[config.mk]
export PLATFORM = sky130hd
export DESIGN_NAME = motion_cmd_ramp
export DESIGN_NICKNAME = d
export VERILOG_FILES = /design/src/rtl/motion_pkg.sv /design/src/rtl/speed_ramp.sv /design/src/rtl/motion_cmd_ramp.sv
export SDC_FILE = /design/constraint.sdc
export NUM_CORES = 1
export LEC_CHECK = 0
export CAP_MARGIN = 10
export CORE_ASPECT_RATIO = 0.7
export CORE_UTILIZATION = 50
export DETAILED_ROUTE_END_ITERATION = 12
export PLACE_DENSITY = 0.72
export REMOVE_ABC_BUFFERS = 1
export SYNTH_ARGS = -nofsm -noshare
export SYNTH_HDL_FRONTEND = slang
export SYNTH_HIERARCHICAL = 1
export SYNTH_SLANG_ARGS = --single-unit
[constraint.sdc]
create_clock -name clk -period 2.7 [get_ports clk]
set_input_delay 0.405 -clock clk [delete_from_list [all_inputs] [get_ports clk]]
set_output_delay 0.405 -clock clk [all_outputs]
set_load 0.02 [all_outputs]
[src/rtl/motion_pkg.sv]
// motion_pkg: command bytes, FSM state encoding and per-motor speed-class patterns
// shared by motion_cmd_ramp and its channels.
package motion_pkg;
   localparam logic [7:0] CMD_FOR   = "f";
   localparam logic [7:0] CMD_BCK   = "b";
   localparam logic [7:0] CMD_RHT   = "r";
   localparam logic [7:0] CMD_LFT   = "l";
   localparam logic [7:0] CMD_UPW   = "u";
   localparam logic [7:0] CMD_DNW   = "d";
   localparam logic [7:0] CMD_STOP  = "s";
   localparam logic [7:0] CMD_ESTOP = "e";
   localparam logic [7:0] ACK_ERR   = "?";

   typedef enum logic [1:0] {IDLE, DECODE, ACK} state_t;
   typedef enum logic [1:0] {ZERO, PULL, PUSH, DN} spd_cls_t;

   // Pattern tables packed as {m3, m2, m1, m0}, two bits per motor.
   localparam logic [7:0] PAT_FOR  = {PUSH, PUSH, PULL, PULL};
   localparam logic [7:0] PAT_BCK  = {PULL, PULL, PUSH, PUSH};
   localparam logic [7:0] PAT_RHT  = {PUSH, PULL, PULL, PUSH};
   localparam logic [7:0] PAT_LFT  = {PULL, PUSH, PUSH, PULL};
   localparam logic [7:0] PAT_UPW  = {PULL, PULL, PULL, PULL};
   localparam logic [7:0] PAT_DNW  = {DN, DN, DN, DN};
   localparam logic [7:0] PAT_ZERO = '0;

   function automatic logic cmd_known(input logic [7:0] c);
      return c inside {CMD_FOR, CMD_BCK, CMD_RHT, CMD_LFT, CMD_UPW, CMD_DNW, CMD_STOP, CMD_ESTOP};
   endfunction

   function automatic spd_cls_t cmd_pattern(input logic [7:0] c, input logic [1:0] m);
      logic [7:0] pat;
      pat = (c == CMD_FOR) ? PAT_FOR :
            (c == CMD_BCK) ? PAT_BCK :
            (c == CMD_RHT) ? PAT_RHT :
            (c == CMD_LFT) ? PAT_LFT :
            (c == CMD_UPW) ? PAT_UPW :
            (c == CMD_DNW) ? PAT_DNW : PAT_ZERO;
      return spd_cls_t'(pat[{m, 1'b0} +: 2]);
   endfunction
endpackage

[src/rtl/speed_ramp.sv]
// speed_ramp: one motor channel; slews the current speed toward its target by
// RAMP_STEP on every shared tick, clamping at the target.
module speed_ramp #(
   parameter int SPD_W     = 9,
   parameter int RAMP_STEP = 8
) (
   input  logic             clk,
   input  logic             rst,
   input  logic             i_tick,
   input  logic             i_tgt_we,
   input  logic [SPD_W-1:0] i_tgt,
   input  logic             i_estop,
   output logic [SPD_W-1:0] o_cur,
   output logic [SPD_W-1:0] o_tgt
);
   localparam logic [SPD_W:0] STEP = (SPD_W+1)'(RAMP_STEP);

   logic [SPD_W-1:0] r_cur, r_tgt, w_next;
   logic [SPD_W:0]   w_up, w_dn, w_tgt_x;

   // One extra bit keeps the sum from wrapping and flags a negative difference.
   always_comb begin
      w_tgt_x = {1'b0, r_tgt};
      w_up    = {1'b0, r_cur} + STEP;
      w_dn    = {1'b0, r_cur} - STEP;
      w_next  = (r_cur < r_tgt) ? ((w_up > w_tgt_x) ? r_tgt : w_up[SPD_W-1:0]) :
                (r_cur > r_tgt) ? ((w_dn[SPD_W] || w_dn < w_tgt_x) ? r_tgt : w_dn[SPD_W-1:0]) :
                r_cur;
   end

   always_ff @(posedge clk or negedge rst) begin
      if (!rst) begin
         r_cur <= '0;
         r_tgt <= '0;
      end else if (i_estop) begin
         r_cur <= '0;
         r_tgt <= '0;
      end else begin
         if (i_tgt_we) r_tgt <= i_tgt;
         if (i_tick) r_cur <= w_next;
      end
   end

   assign o_cur = r_cur;
   assign o_tgt = r_tgt;
endmodule

[src/rtl/motion_cmd_ramp.sv]
// motion_cmd_ramp: decodes UART command bytes into per-motor target speeds, ramps
// each motor toward its target, acknowledges every accepted byte, and guards with a watchdog.
module motion_cmd_ramp
   import motion_pkg::*;
#(
   parameter int               NUM_MOT   = 4,
   parameter int               SPD_W     = 9,
   parameter logic [SPD_W-1:0] SPD_PULL  = 9'h002,
   parameter logic [SPD_W-1:0] SPD_PUSH  = 9'h080,
   parameter logic [SPD_W-1:0] SPD_DN    = 9'h0FF,
   parameter int               RAMP_STEP = 8,
   parameter int               RAMP_DIV  = 1000,
   parameter int               WDOG_CYC  = 50_000_000
) (
   input  logic                     clk,
   input  logic                     rst,
   input  logic                     rx_valid,
   input  logic [7:0]               rx_data,
   input  logic                     tx_ready,
   output logic                     tx_valid,
   output logic [7:0]               tx_data,
   output logic [NUM_MOT*SPD_W-1:0] speed,
   output logic                     ramping,
   output logic                     wdog_trip,
   output logic                     overrun
);
   localparam int DIV_W = (RAMP_DIV > 1) ? $clog2(RAMP_DIV) : 1;
   localparam int WD_W  = (WDOG_CYC > 1) ? $clog2(WDOG_CYC) : 1;

   state_t                   r_state;
   logic [7:0]               r_cmd, r_tx_data;
   logic                     r_tx_valid, r_ramping, r_wdog_trip, r_overrun;
   logic [DIV_W-1:0]         r_div;
   logic [WD_W-1:0]          r_wdog;
   logic                     w_tick, w_decode, w_wdog_hit, w_estop, w_tgt_we;
   logic [NUM_MOT-1:0]       w_neq;
   logic [NUM_MOT*SPD_W-1:0] w_cur, w_tgt;

   // An "e" arriving while busy is dropped from the FSM but still stops the motors.
   always_comb begin
      w_tick     = r_div == DIV_W'(RAMP_DIV - 1);
      w_decode   = r_state == DECODE;
      w_wdog_hit = (WDOG_CYC != 0) && !w_decode && (r_wdog == WD_W'(WDOG_CYC - 1));
      w_estop    = (w_decode && r_cmd == CMD_ESTOP) ||
                   (r_state != IDLE && rx_valid && rx_data == CMD_ESTOP);
      w_tgt_we   = (w_decode && cmd_known(r_cmd) && r_cmd != CMD_ESTOP) || w_wdog_hit;
   end

   for (genvar g = 0; g < NUM_MOT; g++) begin : g_mot
      spd_cls_t         w_cls;
      logic [SPD_W-1:0] w_val;
      always_comb begin
         w_cls = w_wdog_hit ? ZERO : cmd_pattern(r_cmd, 2'(g % 4));
         w_val = (w_cls == PULL) ? SPD_PULL :
                 (w_cls == PUSH) ? SPD_PUSH :
                 (w_cls == DN)   ? SPD_DN : '0;
      end
      speed_ramp #(
         .SPD_W     (SPD_W),
         .RAMP_STEP (RAMP_STEP)
      ) u_ramp (
         .clk      (clk),
         .rst      (rst),
         .i_tick   (w_tick),
         .i_tgt_we (w_tgt_we),
         .i_tgt    (w_val),
         .i_estop  (w_estop),
         .o_cur    (w_cur[g*SPD_W +: SPD_W]),
         .o_tgt    (w_tgt[g*SPD_W +: SPD_W])
      );
      assign w_neq[g] = w_cur[g*SPD_W +: SPD_W] != w_tgt[g*SPD_W +: SPD_W];
   end

   always_ff @(posedge clk or negedge rst) begin
      if (!rst) begin
         r_state     <= IDLE;
         r_cmd       <= '0;
         r_tx_valid  <= 1'b0;
         r_tx_data   <= '0;
         r_ramping   <= 1'b0;
         r_wdog_trip <= 1'b0;
         r_overrun   <= 1'b0;
         r_div       <= '0;
         r_wdog      <= '0;
      end else begin
         r_div       <= w_tick ? '0 : r_div + 1'b1;
         r_wdog      <= (WDOG_CYC == 0 || w_decode || w_wdog_hit) ? '0 : r_wdog + 1'b1;
         r_wdog_trip <= w_wdog_hit;
         r_overrun   <= rx_valid && r_state != IDLE;
         r_ramping   <= |w_neq;
         case (r_state)
            IDLE: if (rx_valid) begin
               r_cmd   <= rx_data;
               r_state <= DECODE;
            end
            DECODE: begin
               r_tx_valid <= 1'b1;
               r_tx_data  <= cmd_known(r_cmd) ? r_cmd : ACK_ERR;
               r_state    <= ACK;
            end
            ACK: if (tx_ready) begin
               r_tx_valid <= 1'b0;
               r_state    <= IDLE;
            end
            default: r_state <= IDLE;
         endcase
      end
   end

   assign tx_valid  = r_tx_valid;
   assign tx_data   = r_tx_data;
   assign speed     = w_cur;
   assign ramping   = r_ramping;
   assign wdog_trip = r_wdog_trip;
   assign overrun   = r_overrun;
endmodule

After elaboration in Yosys (flattened, before gate mapping)
Index checks and enable logic that the tools add are counted.
Widths: inputs -> output; s select.
- memory bits (read-only): 0
- flip-flop bits (word level): 130
- bits in writable memories: 0
- memories kept: 0
- input bits: 12
- bits in latches: 0
- mux-type cells: 62
- order comparisons: 16
- shift operators: 0
- add/sub/neg operators: 10
- $mul: 0
- bitwise gates (word level): 0
- divide/modulo/power cells: 0
- equal/unequal tests: 32
- reductions and logical operators: 32
- operator list (operator ; number):
    $mux 9 ; 32
    $mux 8 ; 19
    $eq 8x7->1 const B ; 9
    $add 9x4->10 const B ; 4
    $gt 10x9->1 ; 4
    $lt 10x9->1 ; 4
    $sub 9x4->10 const B ; 4
    $gt 9x9->1 ; 4
    $lt 9x9->1 ; 4
    $ne 9x9->1 ; 4
    $add 26x1->26 const B ; 1
    $eq 26x26->1 const B ; 1
    $mux 26 ; 1
    $eq 2x2->1 const B ; 9
    $reduce_and 2->1 ; 7
    $mux 2 ; 6
    $reduce_bool 3->1 ; 4
    $add 10x1->10 const B ; 1
    $eq 10x10->1 const B ; 1
    $eq 2x1->1 const B ; 5
    $mux 10 ; 1
    $ne 8x7->1 const B ; 1
    $reduce_bool 2->1 ; 4
    $reduce_bool 8->1 ; 1
    9 further kinds ; 21

Longest topological paths before layout
Gate-level depths: netlist of the first run.
- depth after elaboration: 14
- depth in mapped cells: 12
- depth with buffers taken out: 12

By module
Netlist of the first run, hierarchy kept.
- by module, submodules not included (module ; times used ; cells each ; area an instance (sq um)):
    speed_ramp (g_mot[2].u_ramp ...) ; 2 ; 183 ; 1691.6
    motion_cmd_ramp ; 1 ; 347 ; 3298.2
    speed_ramp (g_mot[1].u_ramp) ; 1 ; 188 ; 1704.1
    speed_ramp (g_mot[0].u_ramp) ; 1 ; 184 ; 1624.1

Worst setup path after synthesis of the first run
No wires, ideal clock.
- path type: reg-to-reg
- start: register g_mot[1].u_ramp.r_cur[3]
- end: register g_mot[1].u_ramp.r_cur[7]
- data arrival time: 2.983 ns
- slack: -0.409 ns
- setup time: 0.126 ns
- cell stages (with the launch flop): 12
- path buffers: 0
- cell sequence: dfrtp_1 > inv_1 > ha_1 > nor3b_1 > xor2_1 > ha_1 > and2_0 > a221oi_1 > o21a_2 > o21ai_0 > o21a_1 > a221o_1
- longest elaborated chain between the ends: 8
- RTL lines (what ; line ; text):
    from (decl) ; speed_ramp.sv:18 ; logic [SPD_W-1:0] r_cur, r_tgt, w_next;
    from (signal assigned) ; speed_ramp.sv:40 ; if (i_tick) r_cur <= w_next;
    $sub 9x4->10 ; speed_ramp.sv:25 ; w_dn = {1'b0, r_cur} - STEP;
    $lt 10x9->1 ; speed_ramp.sv:27 ; (r_cur > r_tgt) ? ((w_dn[SPD_W] || w_dn < w_tgt_x) ? r_tgt : w_dn[SPD_W-1:0]) :
    $logic_or 1x1->1 ; speed_ramp.sv:27 ;
    $mux 9 (2 in series) ; speed_ramp.sv:27 ;
    $mux 9 ; speed_ramp.sv:26 ; w_next = (r_cur < r_tgt) ? ((w_up > w_tgt_x) ? r_tgt : w_up[SPD_W-1:0]) :
    $mux 9 ; speed_ramp.sv:40 ;
    $mux 9 ; speed_ramp.sv:35 ; end else if (i_estop) begin
Parallel ways exist; a longest one is shown, timed or not. The select of a mux whose other input is x is not followed.
A chain may end at the register's enable or synchronous reset.

Worst setup path after layout of the first run
- start: register g_mot[2].u_ramp.r_cur[4]
- end: register g_mot[2].u_ramp.r_cur[5]
- longest elaborated chain between the ends: 8
- RTL lines (what ; line):
    from (decl) ; speed_ramp.sv:18
    from (signal assigned) ; speed_ramp.sv:40
    $sub 9x4->10 ; speed_ramp.sv:25
    $lt 10x9->1 ; speed_ramp.sv:27
    $logic_or 1x1->1 ; speed_ramp.sv:27
    $mux 9 (2 in series) ; speed_ramp.sv:27
    $mux 9 ; speed_ramp.sv:26
    $mux 9 ; speed_ramp.sv:40
    $mux 9 ; speed_ramp.sv:35
Parallel ways exist; a longest one is shown, timed or not. The select of a mux whose other input is x is not followed.

==> impl_results.md, run 1 <==
* RR Endpoint: g_mot[2].u_ramp/o_cur[5]
* DR vias/cell at 5.806
* Row count at 42
* Ant diodes at 0
* Tot GR Track Use at 28.96%
* # port buffers at 59
* GRT Residual Overflow at 0
* CP startpoint kind: flop
* Layout Skew at approximately 0.011 ns
* Filler Cell Count at between 1000 and 1500
* DRT iter0 DRCs at 738
* Placed Cells at about 1500
* Endpoints failing setup at 36
* Delay-heaviest family, CP: compound AO/OA/AOI/OAI gates
* Post-DRT Antenna Nets at 0
* Sequential-to-total area share from yosys stat at roughly 32%
* Core box area at 19230 um^2
* Crit-path cells: or3_4, nor3_4, xor2_1, ha_1, o2111a_1, a211oi_2, a31o_4, a211oi_4, nand2_1, a211o_1, a31oi_1
* # DRC at 0
* Fin crit share at 114.2%
* Dpl cell area at 11820 um^2
* Post-synth top area share at 32.50%
* Setup CP Type: reg -> reg
* Post-synth ARST share at between 90% and 100%
* Worst setup endpoint: g_mot[2].u_ramp/o_cur[5]
* I/O pin cnt at 60
* Pre-Repair DR Iteration Count at 7
* Drt total wl at 29420 um
* Reg-to-reg slack, setup at -0.38 ns
* Number of synthesized flops with an enable pin at 0
* Final Instance Area at 13570 um^2
* PD cells at 534.0 nW/um^2
* Critical Path End Type: flop
* Ys Warns at 6
* CTS root buf: clkbuf_16
* Dpl hpwl at between 20000 and 25000 um
* Clock latency at the later pin of the worst-skew pair at 0.43 ns
* Fin. max-slew vios at 0
* Slowest cell on crit path: a211oi_4
* Failing checks: setup timing
* Post-Syn Area at 10010 um^2
* CTS H-Tree Depth at 4
* Dpl ws at -0.3302 ns
* Tmin final at 3.083 ns
* Die W at about 170 um
* Largest net degree at the start of global routing at 83
* Routability congestion estimate at 0.9797
* Post-synth top area cell: dfrtp_1
* Share of layout cells above drive strength 1 at approximately 30%
* Nets at 1411
* Die height at 120.4 um
* Vias in the first global route at 8675
* Worst Tran Pin Value at 0.7601 ns
* Synth-to-Final Area Change at 35.54%
* Clk buf depth at 2
* Fin util at 70.54%
* Worst Reg-to-Reg Cells at 11
* WL/cell at roughly 19 um
* Commonest cells in the netlist: dfrtp_1 (130), nor2_1 (103), ha_1 (90)
* Fmax at roughly 320 MHz
* Via count at 9202
* Most numerous cell in the Yosys netlist: dfrtp_1
* RSZ-0062 raised after global routing: yes
* CTS tree: done
* Num CTS Buffers at 17
* Sink Count at 130
* Top_reg_cell synth: dfrtp_1
* Critical path depth at 11
* R2R Path Start: g_mot[2].u_ramp/o_cur[4]
* Top cells by area, synth: dfrtp_1 (32%), ha_1 (11%), mux2i_1 (4.9%)
* CP Launch Point: g_mot[2].u_ramp/o_cur[4]
* Die ar. at 20600 um^2
* Syn Area/Cell at between 9 and 10 um^2
* Synth Register Bits at 130
* Crit-path max cell delay at around 0.48 ns
* Maximum vdd drop at between 0.0004 and 0.0005 V
* Syn Inst Count at roughly 1100
* CP max FO at 5
* Final hold vios at 0
* Outcome: complete, but fails checks
* Max_cap viols at 0
* First-pass GRT wire length at 46350 um
* Final std cells w/o fill at about 1600
* Initial antenna violation count at 0
* Leak Pwr at 5.875 nW
* Worst EP arrival at 3.43 ns
* Post-route setup slack at -0.3826 ns
* Buf/Inv on CP at 0
* CTS clk-pin slew, worst paths at ~0.060 ns
* Initial Util at 52.04%
* HP Class: in -> async
* Rel. slew slack at 49.32%
* WHS at 0.003003 ns
* Yosys cell types at 92
* Worst Path Required at 3.05 ns
[flip-flops by register name, summed over array words and instances (netlist names)]
signal	cells
g_mot.u_ramp/o_cur	36
tx_data	8
overrun	1
ramping	1
tx_valid	1
wdog_trip	1
r_state	2
r_cmd	8
g_mot.u_ramp/o_tgt	36
r_div	10
r_wdog	26
[layer usage]
layer / wire length, um / GRT usage [%]
met2: 12760 / 41.13
met4: 353 / 6.027
met3: 2243 / 6.612
met5: 0 / 0
met1: 14070 / 44.27
[metrics by stage]
stage / total power, mW / setup TNS (ns)
6_report: 7.245 / -7.965
5_1_grt: 7.572 / -11.26
4_1_cts: 7.051 / -3.673
3_5_place_dp: 4.478 / -7.347
3_3_place_gp: 4.434 / -5.348
2_1_floorplan: 3.685 / -193.50
[worst min-delay path by stage]
stage	from	slack, ns	endpoint
global route	rst	0.06	tx_data[7]
detailed placement	tx_data[5]	0.46	tx_data[5]
global placement	tx_data[5]	0.45	tx_data[5]
floorplan	rst	0.11	g_mot[0].u_ramp/o_cur[0]
finish	rst	0.003	tx_data[7]
CTS	rst	0.05	tx_data[7]
[cells by family after synthesis]
family / Yosys count / share of synthesized area (%)
XOR/XNOR: 86 / 7.525
other: 1 / 0.03746
buffers and inverters: 105 / 4.212
AO/OA/AOI/OAI: 227 / 18.39
AND/OR/NAND/NOR: 390 / 20.37
flip-flops: 130 / 32.50
multiplexers: 56 / 5.712
adder cells (fa/ha/maj): 90 / 11.25
[cell usage in the layout, fill, tap and decap left out, types with 8 or more instances in the layout]
cell type        instances
nand2b_1                18
buf_6                   21
and2_1                   8
nand3_1                 40
dfrtp_1                125
ha_4                     8
o21a_1                  10
nor2_1                  96
ha_1                    82
o21ai_0                 31
a211oi_1                 9
xnor2_2                 10
a21oi_2                 10
nor3_1                  21
mux2i_1                 48
nor4_1                  10
clkdlybuf4s50_1         58
a21o_1                  16
inv_1                   57
nor2b_1                  9
nand4_1                 19
xnor2_1                 42
o31ai_1                  8
clkbuf_16               17
nand2_1                 61
a21oi_1                 38
xor2_1                  28
nand3_2                  9
or3_1                   10
buf_4                  161
[layout make-up]
| type | count | area [um^2] | area share [%] |
|---|---|---|---|
| Multi-Input combinational cell | 853 | 7014 | 51.70 |
| Sequential cell | 130 | 3259 | 24.02 |
| Timing Repair Buffer | 247 | 2131 | 15.71 |
| Clock buffer | 17 | 425.4 | 3.136 |
| Tap cell | 264 | 330.3 | 2.435 |
| Inverter | 60 | 227.7 | 1.678 |
| Clock inverter | 14 | 178.9 | 1.319 |
[timing repair]
action                                  4_1_cts  5_1_grt
resized for setup                            81       78
gates cloned                                  0        0
pin swaps                                    54       40
endpoints found under the setup margin       42       47
setup buffers                                27       26
hold buffers                                  0        0
[report_power, final]
part	switching [mW]	internal, mW	total (mW)
Combinational	1.35	1.12	2.47
Sequential	0.215	2.13	2.35
Clock	0.967	1.46	2.43
Total	2.53	4.72	7.24
Note: power is estimated with default switching activity, not from simulation.
==> run 2: changes to the inputs <==
--- a/config.mk
+++ b/config.mk
@@ -9,7 +9,7 @@
 export CORE_ASPECT_RATIO = 0.7
 export CORE_UTILIZATION = 50
 export DETAILED_ROUTE_END_ITERATION = 12
-export PLACE_DENSITY = 0.72
+export PLACE_DENSITY_LB_ADDON = 0.05
 export REMOVE_ABC_BUFFERS = 1
 export SYNTH_ARGS = -nofsm -noshare
 export SYNTH_HDL_FRONTEND = slang
==> impl_results.md, run 2 (same netlist as run 1, synthesis figures left out) <==
* Initial Util at 52.04% (unchanged)
* Setup CP Type: reg -> reg
* CP Launch Point: g_mot[3].u_ramp/o_cur[4]
* GRT Residual Overflow at 0 (unchanged)
* WHS at 0.4750 ns (+0.4719 ns)
* Crit-path max cell delay at 0.45 ns (-0.03 ns)
* Buf/Inv on CP at 0 (unchanged)
* Maximum vdd drop at 0.0004937 V (-0.35%)
* Crit-path cells: or3_4, nor3_4, xor2_2, ha_4, o2111a_1, a211oi_2, a31o_4, a211oi_4, a31oi_4, or3_1, a31oi_1
* Delay-heaviest family, CP: compound AO/OA/AOI/OAI gates
* Final hold vios at 0 (unchanged)
* Critical path depth at 11 (unchanged)
* Sw power at 2.588 mW (+2.4%)
* Filler Cell Count at 1469 (+3.0%)
* HP Start: tx_data[5]
* Slowest cell on crit path: a211oi_4
* Core box area at 19230 um^2 (unchanged)
* RSZ-0062 raised after global routing: yes
* PD cells at 522.2 nW/um^2 (-2.2%)
* Switching Share at 36.24% (+1.3 points)
* Most frequent cells in the layout: buf_4 (183), dfrtp_1 (123), nor2_1 (98), ha_1 (79), nand2_1 (62)
* Largest net degree at the start of global routing at 49 (-41%)
* CP startpoint kind: flop
* Via count at 9171 (-0.34%)
* Combinational share of power at 34.0% (about the same)
* Vias in the first global route at 8823 (+1.7%)
* DR vias/cell at 5.728 (-1.3%)
* Ant diodes at 0 (unchanged)
* WL/cell at 18.38 um (-0.98%)
* Clock latency at the later pin of the worst-skew pair at 0.44 ns (about the same)
* Hold Crit Depth at 1
* Rel. slew slack at 32.74% (-17 points)
* Commonest non-fill, non-tap cell in the layout: buf_4
* Row count at 42 (unchanged)
* CTS H-Tree Depth at 4 (unchanged)
* Share of layout cells above drive strength 1 at 30.07% (+0.47 points)
* Worst EP arrival at 3.35 ns (-0.08 ns)
* Sequential Power Share at 33.3% (+0.9 points)
* DRT iter0 DRCs at 652 (-12%)
* Synth-to-Final Area Change at 36.64%
* Dpl hpwl at 21120 um (+2.7%)
* Clock power share at 32.7% (-0.8 points)
* Post-DRT Antenna Nets at 0 (unchanged)
* Worst Reg-to-Reg Cells at 11 (unchanged)
* Design Power at 7.141 mW (-1.4%)
* Initial antenna violation count at 0 (unchanged)
* Layout Skew at 0.01645 ns (+0.005477 ns)
* Outcome: complete, but fails checks
* Post-route setup slack at -0.3063 ns (+0.07633 ns)
* Fin. max-slew vios at 0 (unchanged)
* CTS root buf: clkbuf_16
* R2R Path Start: g_mot[3].u_ramp/o_cur[4]
* First-pass GRT wire length at 47010 um (+1.4%)
* Num CTS Buffers at 17 (unchanged)
* CP max FO at 6 (+1)
* Fin crit share at 111.3% (-2.8 points)
* HP Class: reg -> reg
* Routability congestion estimate at 0.9242 (-5.7%)
* Placed Cells at 1521 (+1.3%)
* # port buffers at 59 (unchanged)
* Max_cap viols at 0 (unchanged)
* Final std cells w/o fill at 1601 (+1.0%)
* Clk buf depth at 2 (unchanged)
* Worst Tran Pin Value at 0.9996 ns (+0.2395 ns)
* CTS tree: done
* Dpl cell area at 11970 um^2 (+1.2%)
* Fmax at 332.6 MHz (+2.5%)
* # DRC at 0 (unchanged)
* Critical Path End Type: flop
* Die ar. at 20600 um^2 (unchanged)
* Drt total wl at 29430 um (about the same)
* Tmin final at 3.006 ns (-0.07633 ns)
* Fin util at 71.11% (+0.57 points)
* I/O pin cnt at 60 (unchanged)
* Final Instance Area at 13680 um^2 (+0.81%)
* Nets at 1426 (+1.1%)
* Pre-Repair DR Iteration Count at 5 (-2)
* Dpl ws at -0.3406 ns (-0.01045 ns)
* CTS clk-pin slew, worst paths at 0.07 ns (about the same)
* Failing checks: setup timing
* P_int at 4.554 mW (-3.5%)
* Die W at 171.1 um (unchanged)
* Setup TNS at -6.206 ns (+1.758 ns)
* Endpoints failing setup at 36 (unchanged)
* Worst Path Required at 3.05 ns (about the same)
* Die height at 120.4 um (unchanged)
* Sink Count at 130 (unchanged)
* Tot GR Track Use at 29.45% (+0.48 points)
* Leak Pwr at 5.943 nW (+1.2%)
==> run 2: changes by cell type in the layout (fill, tap and decap cells not counted), moves of 4 or more <==
cell,previous run,this run
buf_6,21,16
buf_4,161,183
a21oi_1,38,42
inv_8,0,5
a21oi_2,10,5
nor2_2,6,2
==> run 2: timing repair <==
item                                    4_1_cts  5_1_grt
hold buffers                                  1        0
setup buffers                                27       22
pin swaps                                    44       47
hold endpoints to repair                     43        0
endpoints found under the setup margin       36       36
gates resized for setup                      70       86
==> run 2: power by group through the flow <==
stage          combinational (mW)  sequential, mW  clock [mW]
6_report                     2.43            2.38        2.34
5_1_grt                      2.62            2.41        2.46
4_1_cts                      2.22            2.37        2.37
3_5_place_dp                 2.07            2.40           0
3_3_place_gp                 2.04            2.40           0
2_1_floorplan                1.29            2.40           0
==> run 2: final timing paths <==
kind / slack (ns) / end
min in group asynchronous: 0.48 / g_mot[3].u_ramp/o_cur[7]
setup / recovery: -0.31 / g_mot[3].u_ramp/o_cur[3]
hold / removal: 0.47 / tx_data[5]
hold reg to reg: 0.47 / tx_data[5]
max in group asynchronous: 1.55 / g_mot[1].u_ramp/o_cur[3]
setup reg to reg: -0.31 / g_mot[3].u_ramp/o_cur[3]
==> run 2: final cells by class <==
| cell class | count | area [um^2] | share of cell area, % |
|---|---|---|---|
| multi-input cells | 853 | 7048 | 51.53 |
| well taps | 264 | 330.3 | 2.415 |
| flip-flops and latches | 130 | 3262 | 23.85 |
| repair buffers | 262 | 2220 | 16.23 |
| clock buffers | 17 | 425.4 | 3.110 |
| inverters | 60 | 227.7 | 1.665 |
| clock inverters | 15 | 163.9 | 1.198 |
==> run 2: layer usage <==
metal  global-route usage (%)  share of wire [%]
met1                    45.64                 51
met2                    42.20                 43
met3                    4.648                4.7
met4                    7.143                1.2
met5                        0                  0
